$ cat config.mk
export PLATFORM = sky130hd
export DESIGN_NAME = jt12_timer_bank_flat
export DESIGN_NICKNAME = d
export VERILOG_FILES = /design/src/rtl/jt12_timer_bank_if.sv /design/src/rtl/jt12_timer_bank.sv /design/src/flat_wrapper.sv
export SDC_FILE = /design/constraint.sdc
export NUM_CORES = 1
export LEC_CHECK = 0
export ABC_AREA = 1
export BUFFER_PORTS_ARGS = -buffer_cell sky130_fd_sc_hd__buf_2
export CAP_MARGIN = 25
export CORE_MARGIN = 1
export CORE_UTILIZATION = 45
export DETAILED_ROUTE_END_ITERATION = 12
export GPL_TIMING_DRIVEN = 1
export PLACE_DENSITY = 0.67
export SETUP_SLACK_MARGIN = 0.1
export SLEW_MARGIN = 20
export SYNTH_ARGS = -nofsm -noshare
export SYNTH_HDL_FRONTEND = slang
export SYNTH_SLANG_ARGS = --single-unit
$ cat constraint.sdc
create_clock -name clk -period 1.5 [get_ports clk]
set_clock_uncertainty 0.1 [all_clocks]
set_input_delay 0.075 -clock clk [delete_from_list [all_inputs] [get_ports clk]]
set_output_delay 0.075 -clock clk [all_outputs]
set_load 0.01 [all_outputs]
$ cat src/rtl/jt12_timer_bank_if.sv
`default_nettype none
// ============================================================================
//  Module      : jt12_timer_bank_if
//  Description : Control/status bundle of the jt12 timer bank: tick enable,
//                preload values, run levels, flag controls and the overflow,
//                flag and interrupt outputs.
//  Revision    : 1.0 - initial release
// ============================================================================
interface jt12_timer_bank_if #(
    parameter int NTIMERS = 2,
    parameter int W       = 10
);
    logic                 clk_en;
    logic [NTIMERS*W-1:0] value;
    logic [NTIMERS-1:0]   load;
    logic [NTIMERS-1:0]   enable_irq;
    logic [NTIMERS-1:0]   clr_flag;
    logic [NTIMERS-1:0]   flag;
    logic [NTIMERS-1:0]   overflow;
    logic                 irq_n;

    // Host side: drives controls, observes status
    modport master (
        output clk_en, value, load, enable_irq, clr_flag,
        input  flag, overflow, irq_n
    );

    // Timer bank side
    modport slave (
        input  clk_en, value, load, enable_irq, clr_flag,
        output flag, overflow, irq_n
    );
endinterface
`default_nettype wire

$ cat src/rtl/jt12_timer_bank.sv
`default_nettype none
// ============================================================================
//  Module      : jt12_timer_bank
//  Description : Bank of NTIMERS independent up-counting timers. Each timer
//                has a power-of-two prescaler, reloads from its preload value
//                on overflow, emits a one-cycle overflow pulse and sets a
//                sticky flag. irq_n is the registered NOR of all flags.
//  Revision    : 1.0 - initial release
// ============================================================================
module jt12_timer_bank #(
    parameter int NTIMERS = 2,
    parameter int W       = 10,
    parameter int PRE0    = 1,
    parameter int PREN    = 16
) (
    input wire              clk,
    input wire              rst,
    jt12_timer_bank_if.slave bus
);

    // Per-timer control qualifiers
    logic [NTIMERS-1:0] r_load_q;     // load level sampled on the last tick
    logic [NTIMERS-1:0] r_armed;      // load seen low since reset
    logic [NTIMERS-1:0] r_flag;
    logic [NTIMERS-1:0] r_overflow;
    logic               r_irq_n;

    logic [NTIMERS-1:0] w_load_rise;  // accepted load edge on this tick
    logic [NTIMERS-1:0] w_run_tick;   // running tick (prescaler advances)
    logic [NTIMERS-1:0] w_count_tick; // prescaler wraps, counter advances
    logic [NTIMERS-1:0] w_wrap;       // counter overflows this tick
    logic [NTIMERS-1:0] w_flag_nxt;

    // A load edge is only honoured once load has been seen low after reset,
    // so a load held high through reset leaves the timer idle until it
    // toggles. Running requires the same arming.
    assign w_load_rise = {NTIMERS{bus.clk_en}} & bus.load & ~r_load_q & r_armed;
    assign w_run_tick  = {NTIMERS{bus.clk_en}} & bus.load &  r_load_q & r_armed;

    genvar i;
    generate
        for (i = 0; i < NTIMERS; i = i + 1) begin : g_timer
            localparam int c_RATIO = (i == 0) ? PRE0 : PREN;
            localparam int c_PBITS = $clog2(c_RATIO);

            logic [W-1:0] r_cnt;
            logic [W-1:0] w_value;

            assign w_value   = bus.value[i*W +: W];
            assign w_wrap[i] = w_count_tick[i] & (&r_cnt);

            if (c_PBITS == 0) begin : g_nopre
                // Ratio 1: every running tick is a count tick
                assign w_count_tick[i] = w_run_tick[i];
            end else begin : g_pre
                logic [c_PBITS-1:0] r_pre;

                // Count tick when the prescaler is about to wrap back to 0
                assign w_count_tick[i] = w_run_tick[i] & (&r_pre);

                // Prescaler: cleared by a load edge, advances on running ticks
                always_ff @(posedge clk or posedge rst) begin
                    if (rst) begin
                        r_pre <= '0;
                    end else if (w_load_rise[i]) begin
                        r_pre <= '0;
                    end else if (w_run_tick[i]) begin
                        r_pre <= r_pre + c_PBITS'(1);
                    end
                end
            end

            // Counter: preload on load edge or overflow, else increment on count ticks
            always_ff @(posedge clk or posedge rst) begin
                if (rst) begin
                    r_cnt <= '0;
                end else if (w_load_rise[i] || w_wrap[i]) begin
                    r_cnt <= w_value;
                end else if (w_count_tick[i]) begin
                    r_cnt <= r_cnt + W'(1);
                end
            end
        end
    endgenerate

    // Next flag state: clear request first, so a coincident set wins
    always_comb begin
        w_flag_nxt = (r_flag & ~bus.clr_flag) | (w_wrap & bus.enable_irq);
    end

    // Load-edge history and arming advance only on ticks
    always_ff @(posedge clk or posedge rst) begin
        if (rst) begin
            r_load_q <= '0;
            r_armed  <= '0;
        end else if (bus.clk_en) begin
            r_load_q <= bus.load;
            r_armed  <= r_armed | ~bus.load;
        end
    end

    // Status outputs: overflow pulse, sticky flags and interrupt from next-state flags
    always_ff @(posedge clk or posedge rst) begin
        if (rst) begin
            r_overflow <= '0;
            r_flag     <= '0;
            r_irq_n    <= 1'b1;
        end else begin
            r_overflow <= w_wrap;
            r_flag     <= w_flag_nxt;
            r_irq_n    <= ~(|w_flag_nxt);
        end
    end

    assign bus.overflow = r_overflow;
    assign bus.flag     = r_flag;
    assign bus.irq_n    = r_irq_n;

endmodule
`default_nettype wire

$ cat src/flat_wrapper.sv
// flat-port wrapper written by rule: the top's interface ports become plain ports
module jt12_timer_bank_flat 
#(
    parameter int NTIMERS = 2,
    parameter int W       = 10,
    parameter int PRE0    = 1,
    parameter int PREN    = 16
)
  (clk, rst, bus_clk_en, bus_value, bus_load, bus_enable_irq, bus_clr_flag, bus_flag, bus_overflow, bus_irq_n);
  jt12_timer_bank_if #(.NTIMERS(NTIMERS), .W(W)) bus_i ();
  input wire clk;
  input wire rst;
  input wire logic [$bits(bus_i.clk_en)-1:0] bus_clk_en;
  input wire logic [$bits(bus_i.value)-1:0] bus_value;
  input wire logic [$bits(bus_i.load)-1:0] bus_load;
  input wire logic [$bits(bus_i.enable_irq)-1:0] bus_enable_irq;
  input wire logic [$bits(bus_i.clr_flag)-1:0] bus_clr_flag;
  output wire logic [$bits(bus_i.flag)-1:0] bus_flag;
  output wire logic [$bits(bus_i.overflow)-1:0] bus_overflow;
  output wire logic [$bits(bus_i.irq_n)-1:0] bus_irq_n;
  assign bus_i.clk_en = bus_clk_en;
  assign bus_i.value = bus_value;
  assign bus_i.load = bus_load;
  assign bus_i.enable_irq = bus_enable_irq;
  assign bus_i.clr_flag = bus_clr_flag;
  assign bus_flag = bus_i.flag;
  assign bus_overflow = bus_i.overflow;
  assign bus_irq_n = bus_i.irq_n;
  jt12_timer_bank #(.NTIMERS(NTIMERS), .W(W), .PRE0(PRE0), .PREN(PREN)) u_core (.clk(clk), .rst(rst), .bus(bus_i));
endmodule
### Yosys cells after proc, flatten, opt, wreduce, memory -nomap -nowiden

Cells that the tools add are included.

* flip-flop bits (word level): 33
* output and inout bits: 5
* word-level logic and storage cells: 42
* input port bits: 29

* reductions and logical operators: 9
* mux-type cells: 6
* bitwise operators: 16
* add/sub/neg operators: 3

Operator list (number)
* two-way mux 10 bit: 4
* adder 10 x 1 -> 10 bit, second input constant: 2
* AND reduction 10 bit: 2
* bitwise AND 2 bit: 7
* two-way mux 4 bit: 2
* inverter 2 bit: 3
* nonzero test 2 bit: 3
* adder 4 x 1 -> 4 bit, second input constant: 1
* bitwise OR 2 bit: 2
* AND reduction 4 bit: 1
* bitwise AND 1 bit: 3
* logical OR 1 bit: 2
* OR reduction 2 bit: 1
* inverter 1 bit: 1

### Depth between registers and ports, before layout

Gate-level depths: netlist of run 1.

* depth after elaboration: 9
* depth in mapped cells: 11
* mapped depth without buffers: 10

### Worst setup path after synthesis of run 1

OpenSTA, ideal clock, no wires.

* path type: flip-flop to flip-flop
* start point: register u_core.g_timer[1].r_cnt[0]
* end point: register u_core.g_timer[1].r_cnt[6]
* clock period less this slack: 1.545 ns
* stages on the path, launching flop included: 11
* required time: 1.335 ns
* setup slack: -0.045 ns
* arrival: 1.380 ns
* cell sequence: dfrtp_1 > ha_1 > nand2_1 > nor2_2 > nand3_1 > o21ai_2 > buf_6 > nand2_1 > nand2_1 > nand2_1 > nand2_1

* cells in the longest elaborated chain, start to end: 4

Ends and longest elaborated chain
* start, declared: line jt12_timer_bank.sv:46 `logic [W-1:0] r_cnt;`
* start signal, assigned: line jt12_timer_bank.sv:78 `r_cnt <= w_value;`
* start signal, assigned: line jt12_timer_bank.sv:80 `r_cnt <= r_cnt + W'(1);`
* parallel branches: the longest is 4 deep, another holds adder 10 x 1 -> 10 bit

Parallel ways; which one is timed is not known. The select of a mux whose other input is x is not followed.
A chain may end at the register's enable or synchronous reset.

### Worst setup path after layout of run 1

* start point: register u_core.g_timer[0].r_cnt[1]
* end point: register u_core.g_timer[0].r_cnt[7]

* cells in the longest elaborated chain, start to end: 4

Ends and longest elaborated chain (line)
* start, declared: jt12_timer_bank.sv:46
* start signal, assigned: jt12_timer_bank.sv:78
* start signal, assigned: jt12_timer_bank.sv:80
* parallel branches: the longest is 4 deep, another holds adder 10 x 1 -> 10 bit

Parallel ways; which one is timed is not known. The select of a mux whose other input is x is not followed.

==> results_dict.tcl, run 1 <==
set metrics [dict create \
    critPathRequiredTime_ns 1.58 \
    sw_frac_of_total 0.325 \
    fin_ws_ns -0.119 \
    p_leak_nw 1.60 \
    outcome "finished with violations" \
    rr_startpoint "u_core.g_timer[0].r_cnt[1]" \
    yosys.area.top_type "dfrtp_1" \
    min_period_ns 1.62 \
    antenna_found_initial 0 \
    relSlewSlack 0.716 \
    antenna_cells 0 \
    gr-total-overflow 0 \
    drive_above_1_share 0.392 \
    timing.critical_path.from "u_core.g_timer[0].r_cnt[1]" \
    drtPass1Iterations 4 \
    crit_type "flip-flop to flip-flop" \
    ctsHtreeMaxLevel 2 \
    die_area_um2 4510 \
    hold_viol 0 \
    cp_cell_sequence "ha_4 > nand4_1 > nor2_2 > nand2_4 > nand3_1 > nand2_1 > nand2_1 > nand2_1" \
    crit_top_cell "nand2_1" \
    dp_cells 375 \
    final_antenna_net_count 0 \
    synth_warnings 0 \
    synth_flop_cell "dfrtp_1" \
    routed_wl_mm 5.32 \
    fin_nets 401 \
    die_h_um 67.1 \
    portBuffers 33 \
    grt.total_usage 0.247 \
    r2r_cells 8 \
    p_sw_mw 0.937 \
    synth_async_sr_flop_share 1.00 \
    power_mw 2.89 \
    place_area_um2 2380 \
    synth.most_common_cell "nand2_1" \
    grt_pass1_vias 1995 \
    cp.arrival_ns 1.69 \
    place.gp.congestion 0.879 \
    clock_path_buffers 2 \
    tritoncts "built" \
    syn_nets 293 \
    internal-power_mw 1.95 \
    rsz0062_at_grt "yes" \
    cp_num_buf_inv 0 \
    wl_per_cell_um 12.7 \
    path_depth 8 \
    vdd_drop_max_v 0.000596 \
    vias 2053 \
    worstMarginPinSlew_ns 0.425 \
    reg2reg_slack_ns -0.12 \
    io_pins 34 \
    num_rows 23 \
    cts_made_buffers 5 \
    yosysUniqueCellTypes 24 \
    clkPwrFrac 0.261 \
    holdWs_ns 0.00916 \
    r2r-end "u_core.g_timer[0].r_cnt[7]" \
    critPathLaunchType "flip-flop" \
    ys_seq_area_frac 0.433 \
    synth_area_um2 1910 \
    synth_edf_count 0 \
    synthCells 261 \
    hpwl_mm 3.33 \
    initial_core_util 0.474 \
    violations "setup timing" \
    finalSetupViolCount 16 \
    hold_end "u_core.g_timer[1].r_cnt[9]" \
    die_x_um 67.1 \
    seq_power_share 0.412 \
    critPathTopFamily "simple AND/OR/NAND/NOR gates" \
    yosys-top-cells-area "dfrtp_1 (42%), nand2_1 (19%), nand3_1 (7.3%), inv_1 (5.5%), nor2_1 (4.1%)" \
    hold-path-cell-count 5 \
    crit_slowest_cell "dfrtp_1" \
    layout.cells.non_filler 420 \
    drv_slew 0 \
    worst_setup_path_end_kind "flip-flop" \
    fp.coreArea_um2 4030 \
    combPwrFrac 0.328 \
    clock_latency_ns 0.28 \
    first_iter_violations 90 \
    yosys-top-cells-count "nand2_1 (99), dfrtp_1 (32), inv_1 (28), nand3_1 (28), nor2_1 (21)" \
    critPathMaxFanout 4 \
    netlist.area_leader.share 0.419 \
    synth.avg_cell_area_um2 7.32 \
    final_area_um2 3040 \
    finalCritPeriodShare 1.08 \
    path_clk_slew_ns 0.07 \
    grt_pass1_wl_mm 8.23 \
    clock-sinks 33 \
    slowest_delay_ns 0.41 \
    synth_seq_cells 33 \
    maxCapViolations 0 \
    avgViaCountPerCell 4.89 \
    syn_to_final_growth_pct 59.1 \
    root_buffer "clkbuf_8" \
    grt_start_max_net_pins 34 \
    max_freq_mhz 618 \
    min_from "bus_value[19]" \
    hold_path.class "input port to flip-flop" \
    post-route-drc-count 0 \
    power_density_nw_per_um2 950 \
]
## worst register-to-register path, delay by kind of cell (launching register included)
family                   cells  cell delay, ns
adder cells (fa/ha/maj)      1            0.17
AND/OR/NAND/NOR              7            0.83
flip-flops                   1            0.41
## what timing repair did
action,in CTS,in global routing
hold buffers,27,0
buffers inserted,6,4
cloned,1,0
gates resized for setup,27,32
pin swaps,17,14
endpoints found under the setup margin,23,24
endpoints found under the hold margin,57,0
## per-layer routing
metal,vias to the layer above,GRT usage,wire length (µm)
met4,0,0.0851,63
met2,31,0.484,3020
met5,-,0,0
met1,974,0.259,2110
li1,1043,-,-
met3,5,0.0439,128
## stage by stage
step                TNS (ns)  utilization  setup WS (ns)
floorplan            -0.0601            -        -0.0200
global placement      -0.111        0.592        -0.0357
detailed placement    -0.491        0.592        -0.0788
CTS                   -0.135        0.718        -0.0385
global route           -2.86        0.754         -0.200
finish                -0.791        0.754         -0.119
## layout make-up
cell class              instances  area [µm²]
clock buffers                   7        96.3
clock inverters                 1        5.00
fillers                       310         991
inverters                      32         123
multi-input cells             196        1170
flip-flops and latches         33         827
well taps                      50        62.6
repair buffers                101         754
## worst max-delay path by stage
stage	endpoint
CTS	u_core.g_timer[1].r_cnt[8]
floorplan	u_core.g_timer[1].r_cnt[6]
global route	u_core.g_timer[0].r_cnt[7]
detailed placement	u_core.g_timer[1].r_cnt[9]
global placement	u_core.g_timer[1].r_cnt[7]
finish	u_core.g_timer[0].r_cnt[7]
## cells by family after synthesis
| group | count (synthesis) | synth area share |
|---|---|---|
| xor gates and xnor gates | 11 | 0.0505 |
| AOI/OAI and AO/OA | 12 | 0.0393 |
| adders and majority gates | 3 | 0.0197 |
| DFF | 33 | 0.433 |
| and+or+nand+nor | 169 | 0.389 |
| buffers and inverters | 33 | 0.0688 |
## power by group through the flow
stage | registers [mW] | logic (mW) | clock network [mW]
CTS | 1.18 | 0.870 | 0.761
detailed placement | 1.18 | 0.762 | 0
global placement | 1.17 | 0.749 | 0
floorplan | 1.19 | 0.430 | 0
finish | 1.19 | 0.947 | 0.752
global route | 1.21 | 1.05 | 0.799
## flip-flops by register name, summed over array words and instances (netlist names)
name / count
u_core.g_timer.r_cnt: 20
u_core.g_timer.g_pre.r_pre: 4
u_core.bus.flag: 2
u_core.bus.overflow: 2
u_core.r_armed: 2
u_core.r_load_q: 2
u_core.bus.irq_n: 1
## cells in the final DEF (no fill, tap or decap), types with 6 or more instances in the layout
| master | netlist | layout |
|---|---|---|
| nand2_2 | 3 | 19 |
| inv_1 | 28 | 24 |
| nand2_1 | 99 | 79 |
| xor2_1 | 7 | 6 |
| buf_2 | 0 | 33 |
| nand3_2 | 0 | 11 |
| clkbuf_8 | 0 | 7 |
| inv_2 | 4 | 7 |
| nor2_1 | 21 | 14 |
| dfrtp_1 | 32 | 32 |
| dlygate4sd3_1 | 0 | 27 |
| buf_4 | 0 | 38 |
| nand4_1 | 6 | 6 |
| nand3_1 | 28 | 16 |
| nor2_2 | 1 | 6 |
Power figures use the tool's default switching activity.
==> run 2: changes to the inputs <==
--- a/config.mk
+++ b/config.mk
@@ -8,6 +8,7 @@
 export ABC_AREA = 1
 export BUFFER_PORTS_ARGS = -buffer_cell sky130_fd_sc_hd__buf_2
 export CAP_MARGIN = 25
+export CORE_ASPECT_RATIO = 0.5
 export CORE_MARGIN = 1
 export CORE_UTILIZATION = 45
 export DETAILED_ROUTE_END_ITERATION = 12
==> results_dict.tcl, run 2 (synthesis gave the netlist of run 1 again) <==
set metrics [dict create \
    first_iter_violations 91 \
    regMostFlops "u_core.g_timer.r_cnt" \
    fin_setup_tns_ns -0.234 \
    hpwl_mm 3.20 \
    final_antenna_net_count 0 \
    dp_cells 375 \
    post-route-drc-count 0 \
    fin_ws_ns -0.0521 \
    internal-power_mw 1.95 \
    slowest_delay_ns 0.40 \
    path_clk_slew_ns 0.07 \
    power_mw 2.89 \
    max_freq_mhz 644 \
    largest_reg_flops 20 \
    die_h_um 48.1 \
    drive_above_1_share 0.341 \
    wl_per_cell_um 12.7 \
    violations "hold timing, setup timing" \
    min_period_ns 1.55 \
    cp.arrival_ns 1.69 \
    io_pins 34 \
    layout.cells.non_filler 421 \
    hold_path.class "input port to flip-flop" \
    place.gp.congestion 0.787 \
    vias 2050 \
    combPwrFrac 0.326 \
    crit_top_cell "nand2_1" \
    fp.coreArea_um2 3980 \
    hold_viol 1 \
    outcome "finished with violations" \
    holdWs_ns -0.0000369 \
    mostFrequentLayoutCell "nand2_1" \
    clock_latency_ns 0.30 \
    clkPwrFrac 0.261 \
    seq_power_share 0.413 \
    drv_slew 0 \
    drtPass1Iterations 4 \
    portBuffers 33 \
    worstMarginPinSlew_ns 0.441 \
    ff_latch_area_um2 827 \
    largest_registers "u_core.g_timer.r_cnt (20), u_core.g_timer.g_pre.r_pre (4)" \
    critPathRequiredTime_ns 1.64 \
    grt_pass1_wl_mm 8.01 \
    finalSetupViolCount 11 \
    relSlewSlack 0.706 \
    clock-sinks 33 \
    ctsHtreeMaxLevel 2 \
    crit_type "flip-flop to flip-flop" \
    clock_path_buffers 2 \
    crit_slowest_cell "dfrtp_1" \
    die_area_um2 4520 \
    syn_to_final_growth_pct 55.9 \
    grt_pass1_vias 1893 \
    sw_frac_of_total 0.325 \
    critPathMaxFanout 5 \
    finalCritPeriodShare 1.03 \
    num_rows 16 \
    routed_wl_mm 5.33 \
    grt_start_max_net_pins 34 \
    antenna_cells 0 \
    multiInputGateArea_um2 1100 \
    cp_num_buf_inv 0 \
    root_buffer "clkbuf_8" \
    critPathLaunchType "flip-flop" \
    critPathTopFamily "simple AND/OR/NAND/NOR gates" \
    p_leak_nw 1.54 \
    fin_nets 398 \
    grt.total_usage 0.243 \
    antenna_found_initial 0 \
    p_sw_mw 0.940 \
    die_x_um 94.1 \
    tritoncts "built" \
    initial_core_util 0.479 \
    gr-total-overflow 0 \
    rsz0062_at_grt "yes" \
    power_density_nw_per_um2 971 \
    reg2reg_slack_ns -0.05 \
    post-route-util 0.747 \
    maxCapViolations 0 \
    worst_setup_path_end_kind "flip-flop" \
    cts_made_buffers 5 \
    cp_cell_sequence "ha_4 > nand4_1 > nor2_2 > nand2_2 > nand2_4 > nand2_1 > nand2_1 > nand2_1 > nand2_1" \
    vdd_drop_max_v 0.000473 \
    mostFrequentLayoutCells "nand2_1 (86), buf_2 (33), dfrtp_1 (32)" \
    avgViaCountPerCell 4.87 \
    fillers 305 \
]
run 2: routing by layer:
| metal | vias up | GRT usage | wire length, µm |
|---|---|---|---|
| met5 | - | 0 | 0 |
| met4 | 0 | 0.117 | 101 |
| met3 | 14 | 0.0508 | 210 |
| met2 | 57 | 0.448 | 2720 |
| met1 | 943 | 0.287 | 2310 |
| li1 | 1036 | - | - |
run 2: what timing repair did:
item	CTS	global route
resized for setup	28	14
hold buffers	29	1
gates cloned	1	0
buffers inserted	2	6
setup endpoints to repair	23	23
pin swaps	18	9
endpoints found under the hold margin	59	1
run 2: power by group through the flow:
stage | clock (mW) | combinational (mW) | sequential [mW]
4_1_cts | 0.774 | 0.852 | 1.19
2_1_floorplan | 0 | 0.430 | 1.19
3_3_place_gp | 0 | 0.717 | 1.18
3_5_place_dp | 0 | 0.737 | 1.19
6_report | 0.756 | 0.942 | 1.19
5_1_grt | 0.810 | 1.05 | 1.21
run 2: final cells by class:
type                            instances  share of cell area
Sequential cell                        33               0.278
Clock buffer                            7              0.0324
Clock inverter                          1             0.00168
Timing Repair Buffer                   98               0.254
Multi-Input combinational cell        196               0.371
Inverter                               32              0.0404
Tap cell                               54              0.0227
run 2: path summary, 6_finish.rpt:
kind,from,endpoint,cells after the start
hold reg to reg,u_core.r_armed[1],u_core.r_armed[1],2
min in group asynchronous,rst,u_core.g_timer[0].r_cnt[7],4
setup reg to reg,u_core.g_timer[0].r_cnt[0],u_core.g_timer[0].r_cnt[7],9
hold / removal,bus_load[1],u_core.r_load_q[1],3
max in group asynchronous,rst,u_core.bus.irq_n,4
setup / recovery,u_core.g_timer[0].r_cnt[0],u_core.g_timer[0].r_cnt[7],9
run 2: per-stage QoR:
| stage | area, µm² | setup slack (ns) |
|---|---|---|
| detailed placement | 2360 | -0.0859 |
| global route | 2980 | -0.158 |
| finish | 2980 | -0.0521 |
| global placement | 2360 | -0.0469 |
| CTS | 2880 | -0.0395 |
| floorplan | 1930 | -0.0200 |
run 2: worst register-to-register path: cells and delay by family (launching register included):
kind | cells | cell delay [ns]
simple gates | 8 | 0.82
flops | 1 | 0.40
fa+ha+maj | 1 | 0.18
